==> src/rtl/fifo_ms_rr_sched_if.sv <==
// Scheduler-side bundle: multi-stream FIFO read port, service controls and downstream valid/ready.
// master = scheduler, slave = FIFO plus downstream sink.
interface fifo_ms_rr_sched_if #(
  parameter int DATA_WIDTH = 8,
  parameter int FLUX       = 2
);
  localparam int TAG_WIDTH = $clog2(FLUX);
  localparam int WIDTH     = DATA_WIDTH + TAG_WIDTH;

  logic [FLUX-1:0]      fifo_empty;
  logic [FLUX-1:0]      fifo_read;
  logic [WIDTH-1:0]     fifo_dout;
  logic [FLUX-1:0]      flux_en;
  logic                 halt;
  logic                 m_valid;
  logic                 m_ready;
  logic [WIDTH-1:0]     m_data;
  logic [TAG_WIDTH-1:0] m_tag;
  logic                 tag_err;

  modport master (
    input  fifo_empty, fifo_dout, flux_en, halt, m_ready,
    output fifo_read, m_valid, m_data, m_tag, tag_err
  );

  modport slave (
    output fifo_empty, fifo_dout, flux_en, halt, m_ready,
    input  fifo_read, m_valid, m_data, m_tag, tag_err
  );
endinterface

==> src/rtl/fifo_ms_rr_sched.sv <==
// Burst-limited round-robin pop scheduler feeding a one-entry output register (pop lands in m_data
// at the read edge); pops stall while the register is full and m_ready is low, or on halt.
module fifo_ms_rr_sched #(
  parameter int DATA_WIDTH = 8,
  parameter int FLUX       = 2,
  parameter int BURST      = 4
) (
  input  logic               clk,
  input  logic               rst,
  fifo_ms_rr_sched_if.master bus
);
  localparam int TAG_WIDTH = $clog2(FLUX);
  localparam int WIDTH     = DATA_WIDTH + TAG_WIDTH;
  localparam int CNT_W     = $clog2(BURST + 1);

  typedef enum logic {S_EMPTY, S_FULL} state_t;

  state_t               state;
  logic [TAG_WIDTH-1:0] cur;
  logic [TAG_WIDTH-1:0] sel;
  logic [CNT_W-1:0]     burst_cnt;
  logic [FLUX-1:0]      eligible;
  logic                 found;
  logic                 space;
  logic                 pop;
  int                   idx;

  assign eligible    = bus.flux_en & ~bus.fifo_empty & {FLUX{~bus.halt}};
  assign space       = (state == S_EMPTY) | bus.m_ready;
  assign pop         = rst & space & found;
  assign bus.m_valid = (state == S_FULL);

  // burst_cnt==0 only after reset: no burst owner yet, so the search starts at cur+1 (stream 0).
  always_comb begin
    sel   = cur;
    found = 1'b0;
    idx   = 0;
    if (eligible[cur] && burst_cnt != '0 && int'(burst_cnt) < BURST) begin
      found = 1'b1;
    end else begin
      for (int i = 1; i < FLUX; i++) begin
        idx = int'(cur) + i;
        if (idx >= FLUX) idx = idx - FLUX;
        if (!found && eligible[idx]) begin
          sel   = idx[TAG_WIDTH-1:0];
          found = 1'b1;
        end
      end
      if (!found && eligible[cur]) begin
        sel   = cur;
        found = 1'b1;
      end
    end
  end

  always_comb begin
    bus.fifo_read = '0;
    if (pop) bus.fifo_read[sel] = 1'b1;
  end

  always_ff @(posedge clk or negedge rst) begin
    if (!rst) begin
      state       <= S_EMPTY;
      bus.m_data  <= '0;
      bus.m_tag   <= '0;
      bus.tag_err <= 1'b0;
      cur         <= TAG_WIDTH'(FLUX - 1);
      burst_cnt   <= '0;
    end else if (pop) begin
      state      <= S_FULL;
      bus.m_data <= bus.fifo_dout;
      bus.m_tag  <= sel;
      if (bus.fifo_dout[WIDTH-1 -: TAG_WIDTH] != sel) bus.tag_err <= 1'b1;
      if (sel != cur) begin
        cur       <= sel;
        burst_cnt <= CNT_W'(1);
      end else if (int'(burst_cnt) < BURST) begin
        burst_cnt <= burst_cnt + 1'b1;
      end
    end else if (bus.m_ready) begin
      state <= S_EMPTY;
    end
  end
endmodule

==> src/flat_wrapper.sv <==
// flat-port wrapper written by rule: the top's interface ports become plain ports
module fifo_ms_rr_sched_flat 
#(
  parameter int DATA_WIDTH = 8,
  parameter int FLUX       = 2,
  parameter int BURST      = 4
)
  (clk, rst, bus_fifo_empty, bus_fifo_dout, bus_flux_en, bus_halt, bus_m_ready, bus_fifo_read, bus_m_valid, bus_m_data, bus_m_tag, bus_tag_err);
  fifo_ms_rr_sched_if #(.DATA_WIDTH(DATA_WIDTH), .FLUX(FLUX)) bus_i ();
  input  logic clk;
  input  logic rst;
  input wire logic [$bits(bus_i.fifo_empty)-1:0] bus_fifo_empty;
  input wire logic [$bits(bus_i.fifo_dout)-1:0] bus_fifo_dout;
  input wire logic [$bits(bus_i.flux_en)-1:0] bus_flux_en;
  input wire logic [$bits(bus_i.halt)-1:0] bus_halt;
  input wire logic [$bits(bus_i.m_ready)-1:0] bus_m_ready;
  output wire logic [$bits(bus_i.fifo_read)-1:0] bus_fifo_read;
  output wire logic [$bits(bus_i.m_valid)-1:0] bus_m_valid;
  output wire logic [$bits(bus_i.m_data)-1:0] bus_m_data;
  output wire logic [$bits(bus_i.m_tag)-1:0] bus_m_tag;
  output wire logic [$bits(bus_i.tag_err)-1:0] bus_tag_err;
  assign bus_i.fifo_empty = bus_fifo_empty;
  assign bus_i.fifo_dout = bus_fifo_dout;
  assign bus_i.flux_en = bus_flux_en;
  assign bus_i.halt = bus_halt;
  assign bus_i.m_ready = bus_m_ready;
  assign bus_fifo_read = bus_i.fifo_read;
  assign bus_m_valid = bus_i.m_valid;
  assign bus_m_data = bus_i.m_data;
  assign bus_m_tag = bus_i.m_tag;
  assign bus_tag_err = bus_i.tag_err;
  fifo_ms_rr_sched #(.DATA_WIDTH(DATA_WIDTH), .FLUX(FLUX), .BURST(BURST)) u_core (.clk(clk), .rst(rst), .bus(bus_i));
endmodule
==> config.mk <==
export PLATFORM = sky130hd
export DESIGN_NAME = fifo_ms_rr_sched_flat
export DESIGN_NICKNAME = d
export VERILOG_FILES = /design/src/rtl/fifo_ms_rr_sched_if.sv /design/src/rtl/fifo_ms_rr_sched.sv /design/src/flat_wrapper.sv
export SDC_FILE = /design/constraint.sdc
export NUM_CORES = 1
export LEC_CHECK = 0
export CAP_MARGIN = 5
export CORE_MARGIN = 2
export CORE_UTILIZATION = 37
export CTS_CLUSTER_DIAMETER = 150
export DETAILED_ROUTE_END_ITERATION = 16
export PLACE_DENSITY = 0.68
export RECOVER_POWER = 25
export SLEW_MARGIN = 20
export SYNTH_ARGS = -nofsm -noshare
export SYNTH_HDL_FRONTEND = slang
export SYNTH_SLANG_ARGS = --single-unit
==> constraint.sdc <==
create_clock -name clk -period 2.05 [get_ports clk]
set_input_delay 0.205 -clock clk [delete_from_list [all_inputs] [get_ports clk]]
set_output_delay 0.205 -clock clk [all_outputs]
set_load 0.05 [all_outputs]
==> results.toml <==
[power_and_ir_drop]
p_per_area_nw_per_um2 = 969
cellLeakagePower_uw = 0.000615
peakVddDrop_mv = 0.723
fin_total_pwr_uw = 1290

[critical_path]
critPathTopFamily = "simple AND/OR/NAND/NOR gates"
worst-path-buf-inv = 3
critPathLaunchType = "register"
rr_startpoint = "u_core.burst_cnt[1]$_DFFE_PN0P_"
critPathKind = "register to output port"
cp_max_fo = 3
rrSetupSlack_ns = 0.19
max_stage_delay_ns = 0.51
cp_slowest_cell = "or4b_4"
path_cells = "inv_2 > ha_4 > or4b_4 > a21oi_4 > buf_6 > nor3_4 > clkbuf_16"
worstPathRequired_ns = 1.85
reg2reg_to = "u_core.burst_cnt[0]$_DFFE_PN0P_"
worstSetupEndpointType = "output port"
arrival_ns = 1.94
rr_worst_depth = 7

[logic_synthesis]
syn_inst = 83
yosys_warnings = 0
synth_area_leaders = "dfrtp_1, nand2_1, dfstp_2"
synthesis.area_sq_um = 800
synth.avg_cell_area_sq_um = 9.63
synth.top_cell.area_share_pct = 46.9
synth_seq_area_share_pct = 50.2
yosys.area.top_type = "dfrtp_1"
ys_ff_latch = 16
synth_cell_types = 30
synthesis.nets = 102

[place]
dpl_worst_slack_ns = 0.0749
dp_hpwl_microns = 1330
gp_congestion = 0.774
port_buffers = 30

[sta]
fin_crit_ns = 2.15
finalSetupViolCount = 2
worst_pin_slew_ns = 0.839
rsz0062_at_grt = "yes"
slew_viol_final = 0
finalHoldViolations = 0
maxSlewHeadroom_pct = 44.1
fin_skew_ns = 0.00290
timing.final.crit_share_pct = 105
max_freq_ghz = 0.466
layout_setup_ws_ns = -0.0961

[status]
violations = "setup timing"
status = "finished with violations"

[routing]
drtIter0Drc = 10
wl_per_cell_microns = 12.5
drc = 0
via_per_inst = 4.95
wl_microns = 1940
dr.pass1.iters = 3
vias = 768
antenna_left = 0

[global_route]
grt_pass1_wl_microns = 3250
antenna_found_initial = 0
globalRouteOverflowTotal = 0
grt_pass1_vias = 744
track_usage_pct = 17.1
grt_max_degree = 17

[cells_and_area]
regArea_sq_um = 402
drive_gt1_share_pct = 25.8
n_antenna_cell = 0
postLayoutCoreUtil_pct = 66.8
final_nets = 148
n_fill_cell = 162
layout_commonest_cell = "nand2_1"
layout_common_cells = "nand2_1, clkdlybuf4s50_1, dfrtp_1"
syn_to_final_growth_pct = 67.1
multi_input_area_sq_um = 427

[cts]
cts-root-buf = "clkbuf_4"
cts-htree-levels = 1
cts_sinks = 16
cts_buffers = 3
clk_latency_ns = 0.29
cts_tree = "yes"
clk_pin_slew_ns = 0.09
holdBufCountCts = 0
clockBufferDepth = 2

[floorplan]
core_sq_um = 2000
die_y_microns = 50.5
num_rows = 16
start_util_pct = 39.9
pin_count = 31
dieWidth_microns = 50.5
dieArea_sq_um = 2550

[worst_hold_path]
holdPathStages = 3
min_from = "bus_fifo_dout[0]"
whs_endpoint = "u_core.bus.m_data[0]$_DFFE_PN0P_"
hp-class = "input port to register"

[flow_run]
drv_cap = 0
## through the flow
step | setup TNS, ns | cells | hold slack [ns] | cell area [sq um]
4_1_cts | -0.198 | 150 | 0.254 | 1270
3_5_place_dp | 0 | 142 | 0.462 | 1180
6_report | -0.186 | 155 | 0.433 | 1340
3_3_place_gp | 0 | 142 | 0.460 | 1180
5_1_grt | -0.335 | 155 | 0.451 | 1340
2_1_floorplan | 0 | 83 | -0.0906 | 807
## layer usage
metal	GRT usage (%)	share of wire, %
met4	7.66	2.4
met1	19.0	42
met3	4.76	4.9
met5	0	0
met2	30.0	51
## tightest hold or removal path, delay by kind of cell
family	cells	cell delay, ns
buffers and inverters	1	0.39
and+or+nand+nor	2	0.09
## state kept, by name, indices dropped and copies added (netlist names)
signal / cells
u_core.burst_cnt: 3
u_core.bus.m_data: 9
u_core.bus.m_tag: 1
u_core.bus.m_valid: 1
u_core.bus.tag_err: 1
u_core.cur: 1
## power by group
part,switching [uW],internal (uW)
combinational,335,288
clock,99.3,108
sequential,66.9,397
total,502,793
## cell type report
type	count	area share [%]
Tap cell	27	2.53
Clock buffer	4	2.72
Sequential cell	16	30.1
Multi-Input combinational cell	61	31.9
Inverter	4	1.12
Timing Repair Buffer	43	31.6
## worst max-delay path by stage
| stage | startpoint | endpoint | slack [ns] | cells after the start |
|---|---|---|---|---|
| floorplan | u_core.burst_cnt[0]$_DFFE_PN0P_ | bus_fifo_read[0] | 0.04 | 6 |
| global placement | bus_fifo_empty[0] | bus_fifo_read[0] | 0.08 | 6 |
| detailed placement | bus_halt | bus_fifo_read[0] | 0.07 | 6 |
| CTS | u_core.burst_cnt[1]$_DFFE_PN0P_ | bus_fifo_read[0] | -0.11 | 7 |
| global route | u_core.burst_cnt[1]$_DFFE_PN0P_ | bus_fifo_read[1] | -0.17 | 7 |
| finish | u_core.burst_cnt[1]$_DFFE_PN0P_ | bus_fifo_read[1] | -0.1 | 7 |
## Yosys cell counts
library cell and n:
nand2_1 28, dfrtp_1 15, inv_1 4, nand2b_1 3, a21o_1 2, a21oi_1 2
ha_1 2, nand3b_1 2, nor2_1 2, nor2b_1 2, o21ai_0 2, a2111oi_2 1
a21oi_2 1, a31oi_1 1, and2b_1 1, buf_2 1, clkbuf_1 1, dfstp_2 1
nand2_2 1, nor3_1 1, nor3b_1 1, nor3b_4 1, o211a_1 1, o211ai_1 1
o211ai_2 1, o22ai_1 1, o22ai_2 1, o32a_1 1, or4_1 1, or4b_4 1
## logic make-up after synthesis
kind of cell             after synthesis  share of synthesized area [%]
AND/OR/NAND/NOR                       44                           28.2
buffers and inverters                  6                           2.97
AO/OA/AOI/OAI                         15                           15.5
adder cells (fa/ha/maj)                2                           3.13
flip-flops                            16                           50.2
## what timing repair did
item / in CTS / in global routing
gates resized for setup: 6 / 6
setup endpoints to repair: 2 / 2
setup buffers: 4 / 5
pin swaps: 5 / 7
No activity file was read; power rests on OpenSTA's default activity.
